==> src/rtl/neuron_sequencer.sv <==
// Sequences NUM_OUTPUTS saturating Q1.15 dot products over the pixel/weight RAMs into a readback register file.
// Latency: NUM_OUTPUTS*(NUM_INPUTS+2) cycles from start to DONE; RAM data is used one cycle after issue.
// Backpressure: none; one read is issued per RUN cycle and start_calc is a level handshake released in DONE.
module neuron_sequencer #(
    parameter int NUM_INPUTS  = 392,
    parameter int NUM_OUTPUTS = 10
) (
    input  logic        clk,
    input  logic        n_rst,
    input  logic        start_calc,
    input  logic        clear_data,
    input  logic [15:0] pixel_rdata,
    input  logic [31:0] weight_rdata,
    input  logic [3:0]  output_address,
    output logic [9:0]  pixel_raddr,
    output logic [11:0] weight_raddr,
    output logic        mem_ren,
    output logic [16:0] result_output,
    output logic        done_calc,
    output logic        overflow,
    output logic        busy
);

    typedef enum logic [2:0] {IDLE, RUN, DRAIN, STORE, DONE} state_t;

    localparam logic [9:0] LAST_I = 10'(NUM_INPUTS - 1);
    localparam logic [3:0] LAST_O = 4'(NUM_OUTPUTS - 1);

    state_t             state_q, state_d;
    logic [9:0]         i_q;
    logic [3:0]         o_q;
    logic [11:0]        w_q;
    logic               vld_q;
    logic               ovf_q;
    logic [16:0]        acc_q;
    logic [16:0]        results_q [NUM_OUTPUTS];

    logic signed [15:0] px_s, wt_s;
    logic signed [31:0] product;
    logic signed [16:0] term;
    logic        [17:0] sum;
    logic               sat_hi, sat_lo;
    logic        [16:0] acc_next;
    logic               unused_weight_hi;

    assign unused_weight_hi = ^weight_rdata[31:16];

    // Sum is 18 bits; bits 17 and 16 disagreeing means the 17-bit signed range was left.
    always_comb begin
        px_s     = pixel_rdata;
        wt_s     = weight_rdata[15:0];
        product  = 32'(px_s) * 32'(wt_s);
        term     = 17'(product >>> 15);
        sum      = {acc_q[16], acc_q} + {term[16], term};
        sat_hi   = ~sum[17] & sum[16];
        sat_lo   = sum[17] & ~sum[16];
        acc_next = sat_hi ? 17'h0FFFF : (sat_lo ? 17'h10000 : sum[16:0]);
    end

    always_comb begin
        state_d = state_q;
        case (state_q)
            IDLE:    if (start_calc) state_d = RUN;
            RUN:     if (i_q == LAST_I) state_d = DRAIN;
            DRAIN:   state_d = STORE;
            STORE:   state_d = (o_q == LAST_O) ? DONE : RUN;
            DONE:    if (!start_calc) state_d = IDLE;
            default: state_d = IDLE;
        endcase
        if (clear_data) state_d = IDLE;
    end

    always_ff @(posedge clk) begin
        if (!n_rst || clear_data) begin
            state_q <= IDLE;
            i_q     <= '0;
            o_q     <= '0;
            w_q     <= '0;
            vld_q   <= 1'b0;
            ovf_q   <= 1'b0;
            acc_q   <= '0;
            for (int k = 0; k < NUM_OUTPUTS; k++) results_q[k] <= '0;
        end else begin
            state_q <= state_d;
            case (state_q)
                IDLE: begin
                    if (start_calc) begin
                        i_q   <= '0;
                        o_q   <= '0;
                        w_q   <= '0;
                        vld_q <= 1'b0;
                        ovf_q <= 1'b0;
                        acc_q <= '0;
                    end
                end
                RUN: begin
                    i_q   <= i_q + 10'd1;
                    w_q   <= w_q + 12'd1;
                    vld_q <= 1'b1;
                    if (vld_q) begin
                        acc_q <= acc_next;
                        if (sat_hi || sat_lo) ovf_q <= 1'b1;
                    end
                end
                DRAIN: begin
                    vld_q <= 1'b0;
                    if (vld_q) begin
                        acc_q <= acc_next;
                        if (sat_hi || sat_lo) ovf_q <= 1'b1;
                    end
                end
                STORE: begin
                    results_q[o_q] <= acc_q;
                    acc_q          <= '0;
                    i_q            <= '0;
                    if (o_q != LAST_O) o_q <= o_q + 4'd1;
                end
                default: ;
            endcase
        end
    end

    assign pixel_raddr   = i_q;
    assign weight_raddr  = w_q;
    assign mem_ren       = (state_q == RUN);
    assign done_calc     = (state_q == DONE);
    assign busy          = (state_q == RUN) || (state_q == DRAIN) || (state_q == STORE);
    assign overflow      = ovf_q;
    assign result_output = (int'(output_address) < NUM_OUTPUTS) ? results_q[output_address] : 17'd0;

endmodule

==> config.mk <==
export PLATFORM = sky130hd
export DESIGN_NAME = neuron_sequencer
export DESIGN_NICKNAME = d
export VERILOG_FILES = /design/src/rtl/neuron_sequencer.sv
export SDC_FILE = /design/constraint.sdc
export NUM_CORES = 1
export LEC_CHECK = 0
export BUFFER_PORTS_ARGS = -buffer_cell sky130_fd_sc_hd__buf_2
export CORE_MARGIN = 1
export CORE_UTILIZATION = 55
export CTS_CLUSTER_DIAMETER = 50
export DETAILED_ROUTE_END_ITERATION = 8
export PLACE_DENSITY = 0.73
export SLEW_MARGIN = 20
export SYNTH_ARGS = -nofsm -noshare
export SYNTH_HDL_FRONTEND = slang
export SYNTH_SLANG_ARGS = --single-unit
export TNS_END_PERCENT = 30
==> constraint.sdc <==
create_clock -name clk -period 20.6 [get_ports clk]
set_clock_uncertainty 0.2 [all_clocks]
set_input_delay 4.12 -clock clk [delete_from_list [all_inputs] [get_ports clk]]
set_output_delay 4.12 -clock clk [all_outputs]
set_load 0.1 [all_outputs]
==> results.cfg, run 1 <==
[worst_setup_path]
r2r_start = state_q[2]
arrival_ns = 12.42
cpPeakStageDelay_ns = 0.53
cp_common_cell = fa_1
worstPathMaxFanout = 15
worst_setup_path_end_kind = register
path_delay_family = adder cells
cp_slowest_cell = fa_1
worst-path-buf-inv = 5
critPathLaunchType = primary input
cp_data_required_time_ns = 20.84
worstSetupPathType = in2reg
crit_start = weight_rdata[1]

[layout]
fin_area_um2 = 21000
seqCellArea_um2 = 6070
area_growth_pct = 7.31
multiInputGateArea_um2 = 12100
n_antenna_cell = 0
nets = 2359
drive_above_1_share_pct = 9.56
fin_cells = 2411
fillers = 2804

[die]
die_w_um = 191
rows = 68
io_pins = 99
coreArea_um2 = 34800
die_y_um = 191
dieArea_um2 = 36400
start_util_pct = 56.3

[timing]
relSlewSlack_pct = 26.6
max_freq_mhz = 82.1
min_period_ns = 12.18
worst_pin_slew_ns = 1.10
tns_ns = 0
post-route-period-util_pct = 59.1
hold_viol = 0
rsz0062_at_grt = false
setup_viol = 0
finalMaxSlewViolations = 0

[drt]
wl_um = 42800
drt-pass1-iter-count = 5
wl_per_cell_um = 17.8
antenna_left = 0
drc_errors = 0
via_per_inst = 5.62
vias = 13600
first_iter_violations = 919

[place]
gp_congestion = 0.842
io_buffers = 82
hpwl_um = 31500
dpl_cell_area_um2 = 20300
dp_cells = 2369

[yosys]
seq_area_frac_synth_pct = 30.9
syn_area_um2 = 19600
synth_cell_type_count = 66
yosysTopAreaCell = fa_1
synth-main-ff-cell = edfxtp_1
synth_seq_cells = 218
yosysTopAreaCellShare_pct = 26.8
synth_edf_count = 170
synth_commonest_cells = inv_1, fa_1, nor2_1
yosys-top-cells-area = fa_1, edfxtp_1, ha_1
synth-warning-count = 0
async_flop_share_pct = 0
syn_area_per_cell_um2 = 10.3
syn_nets = 2323
syn_inst = 1903
synth_most_common_cell = inv_1

[clock_tree]
cts-resized-gates = 0
cts_tree = yes
cts.sinks = 218
clk_pin_slew_ns = 0.06
numCtsBuffers = 23
cts_root_buf = clkbuf_16
postCtsHoldBufs = 0
clockBufferDepth = 3
clkLatencyLatePin_ns = 0.51
cts_setup_buffers = 0
h-tree-depth = 1

[global_route]
grt_usage_pct = 24.5
grt.overflow.total = 0
grt_max_degree = 52
grt_antenna_before_repair = 0
grt_pass1_wl_um = 70300
grt_pass1_vias = 14100

[worst_hold_path]
hold_path.class = reg2reg
holdCritStartpoint = overflow

[run]
drv_cap = 0

[run_status]
status = completed
## sequential cells by signal (all words and copies together), names as in the netlist
name / flops
pixel_raddr: 10
vld_q: 1
results_q: 170
state_q: 3
acc_q: 17
weight_raddr: 12
o_q: 4
overflow: 1
## path summary, 6_finish.rpt
path / to / slack, ns / depth (start not counted)
setup / recovery: acc_q[14] / 8.42 / 33
hold reg to reg: overflow / 0.27 / 2
hold / removal: overflow / 0.27 / 2
setup reg to reg: results_q[8][7] / 16.46 / 4
## worst register-to-register path: cells and delay by family, from the launching register on
kind             cells  cell delay [ns]
DFF                  1             0.45
and+or+nand+nor      4             3.13
## through the flow
step	hold slack (ns)	setup slack [ns]	util, %
finish	0.270	8.42	60.5
global route	0.296	7.91	60.5
CTS	0.276	8.41	60.5
detailed placement	0.264	7.93	58.4
global placement	0.259	8.00	58.4
floorplan	0.249	8.87	-
## per-layer routing
layer  GRT usage, %  vias to the layer above  routed length (um)
met5              0                        -                   0
li1               -                     6199                   -
met3           2.34                       65                2180
met2           41.7                      408               21700
met1           33.8                     6885               18000
met4           6.40                        0                 937
## cell families after synthesis
logic type / Yosys count / share of synthesized area (%)
compound gates: 185 / 6.20
buf+inv: 392 / 7.55
fa+ha+maj: 364 / 33.3
flops: 218 / 30.9
simple gates: 646 / 15.1
xor+xnor: 45 / 2.01
mux: 53 / 4.98
## cells in the final DEF (no fill, tap or decap), drive strengths merged, types with 9 or more instances in the layout
master	synthesis	routed
nor2	229	229
xor2	18	18
nand2	199	199
fa	262	262
buf	10	87
clkbuf	66	28
o21a	9	9
inv	314	315
xnor2	27	27
nor3	13	13
o21ai	52	52
a21o	9	9
a22oi	19	19
clkinv	2	12
mux2	17	17
nand3	20	20
mux4	34	34
dfxtp	48	48
ha	102	102
nor2b	15	15
and2	124	124
a21oi	51	51
edfxtp	170	170
## final cells by class
cell class | instances | share of cell area [%]
clock buffer | 28 | 2.82
clock inverter | 14 | 0.529
inverter | 316 | 5.64
multi-input combinational | 1293 | 57.3
sequential | 218 | 28.8
tap | 455 | 2.71
timing repair buffer | 87 | 2.13
Power of run 1 is left out: the tool's default activity adds up to more than one toggle a clock period on the data nets, which glitch-free logic cannot reach.
==> run 2, diff against run 1 <==
--- a/config.mk
+++ b/config.mk
@@ -10,7 +10,7 @@
 export CORE_UTILIZATION = 55
 export CTS_CLUSTER_DIAMETER = 50
 export DETAILED_ROUTE_END_ITERATION = 8
-export PLACE_DENSITY = 0.73
+export PLACE_DENSITY = 0.76
 export SLEW_MARGIN = 20
 export SYNTH_ARGS = -nofsm -noshare
 export SYNTH_HDL_FRONTEND = slang
==> constraint.sdc (replaced) <==
create_clock -name clk -period 10 [get_ports clk]
set_clock_uncertainty 0.2 [all_clocks]
set_input_delay 2 -clock clk [delete_from_list [all_inputs] [get_ports clk]]
set_output_delay 2 -clock clk [all_outputs]
set_load 0.1 [all_outputs]
==> results.cfg, run 2 (synthesis gave the netlist of run 1 again) <==
[place]
gp_congestion = 0.875
io_buffers = 82
hpwl_um = 33000

[clock_tree]
numCtsBuffers = 22
cts_setup_buffers = 0
clkLatencyLatePin_ns = 0.51
cts_tree = yes
clockBufferDepth = 3
cts_root_buf = clkbuf_16
h-tree-depth = 1
cts.sinks = 218
clk_pin_slew_ns = 0.06

[worst_setup_path]
cpPeakStageDelay_ns = 0.53
critPathLaunchType = primary input
worstPathMaxFanout = 7
worstSetupPathType = in2reg
cp_data_required_time_ns = 10.17
cp_slowest_cell = fa_1
arrival_ns = 9.71
worst_setup_path_end_kind = register
ff2ff_path_depth = 4
cp_common_cell = fa_1

[die]
die_y_um = 191
start_util_pct = 56.3
die_w_um = 191
io_pins = 99
coreArea_um2 = 34800
dieArea_um2 = 36400
rows = 68

[timing]
tns_ns = 0
hold_viol = 0
relSlewSlack_pct = 26.7
whs_ns = 0.286
min_period_ns = 9.54
rsz0062_at_grt = false
max_freq_mhz = 105
worst_pin_slew_ns = 1.10
finalMaxSlewViolations = 0
post-route-period-util_pct = 95.4
setup_viol = 0

[run]
drv_cap = 0

[drt]
wl_um = 44000
first_iter_violations = 988
drt-pass1-iter-count = 5
via_per_inst = 5.62
wl_per_cell_um = 17.8
antenna_left = 0
drc_errors = 0
vias = 13900

[layout]
regMostFlops = results_q
nets = 2425
final_common_cell = inv_1
drive_above_1_share_pct = 13.0
largest_reg_flops = 170
area_growth_pct = 10.2
fillers = 2774
n_antenna_cell = 0
layout_common_cells = inv_1, fa_1, nor2_1, nand2_1, edfxtp_1

[global_route]
grt_antenna_before_repair = 0
grt_pass1_vias = 14300
grt.overflow.total = 0
grt_max_degree = 52
grt_pass1_wl_um = 71700
grt_usage_pct = 25.0

[worst_hold_path]
hold_path_depth = 2
hold_path.class = reg2reg

[run_status]
status = completed
## run 2: routing by layer
layer | share of wire [%] | GRT usage [%] | vias up
li1 | - | - | 6317
met4 | 2.5 | 6.65 | 0
met3 | 5.4 | 1.99 | 94
met1 | 40 | 32.9 | 7063
met2 | 52 | 44.6 | 447
met5 | 0 | 0 | -
## run 2: timing repair
item / 4_1_cts / 5_1_grt
setup endpoints to repair: 0 / 15
gates resized for setup: 0 / 3
hold buffers: 0 / 0
## run 2: worst max-delay path: cells and delay by family
kind	cells	cell delay, ns
compound gates	11	2.19
xor+xnor	2	0.43
fa+ha+maj	9	3.85
buf+inv	4	0.38
simple gates	7	0.88
## run 2: worst paths after layout
kind,startpoint,end,slack [ns]
hold reg to reg,overflow,overflow,0.29
setup reg to reg,state_q[2],results_q[8][0],5.77
setup / recovery,weight_rdata[1],acc_q[15],0.46
hold / removal,overflow,overflow,0.29
## run 2: final cells by class
cell class / count / area, um2 / area share (%)
Multi-Input combinational cell: 1293 / 12100 / 55.9
Sequential cell: 218 / 6070 / 28.1
Inverter: 316 / 1190 / 5.49
Timing Repair Buffer: 154 / 963 / 4.46
Clock buffer: 27 / 589 / 2.73
Tap cell: 455 / 569 / 2.64
Clock inverter: 13 / 150 / 0.695
## run 2: through the flow
stage | worst slack (ns) | util, % | cells | instance area (um2)
floorplan | 0.394 | - | 1903 | 19600
global placement | 0.0189 | 59.9 | 2436 | 20800
detailed placement | -0.0730 | 59.9 | 2436 | 20800
CTS | 0.355 | 62.0 | 2476 | 21600
global route | 0.00125 | 62.1 | 2476 | 21600
finish | 0.462 | 62.1 | 2476 | 21600
Power of run 2 is left out for the same reason.
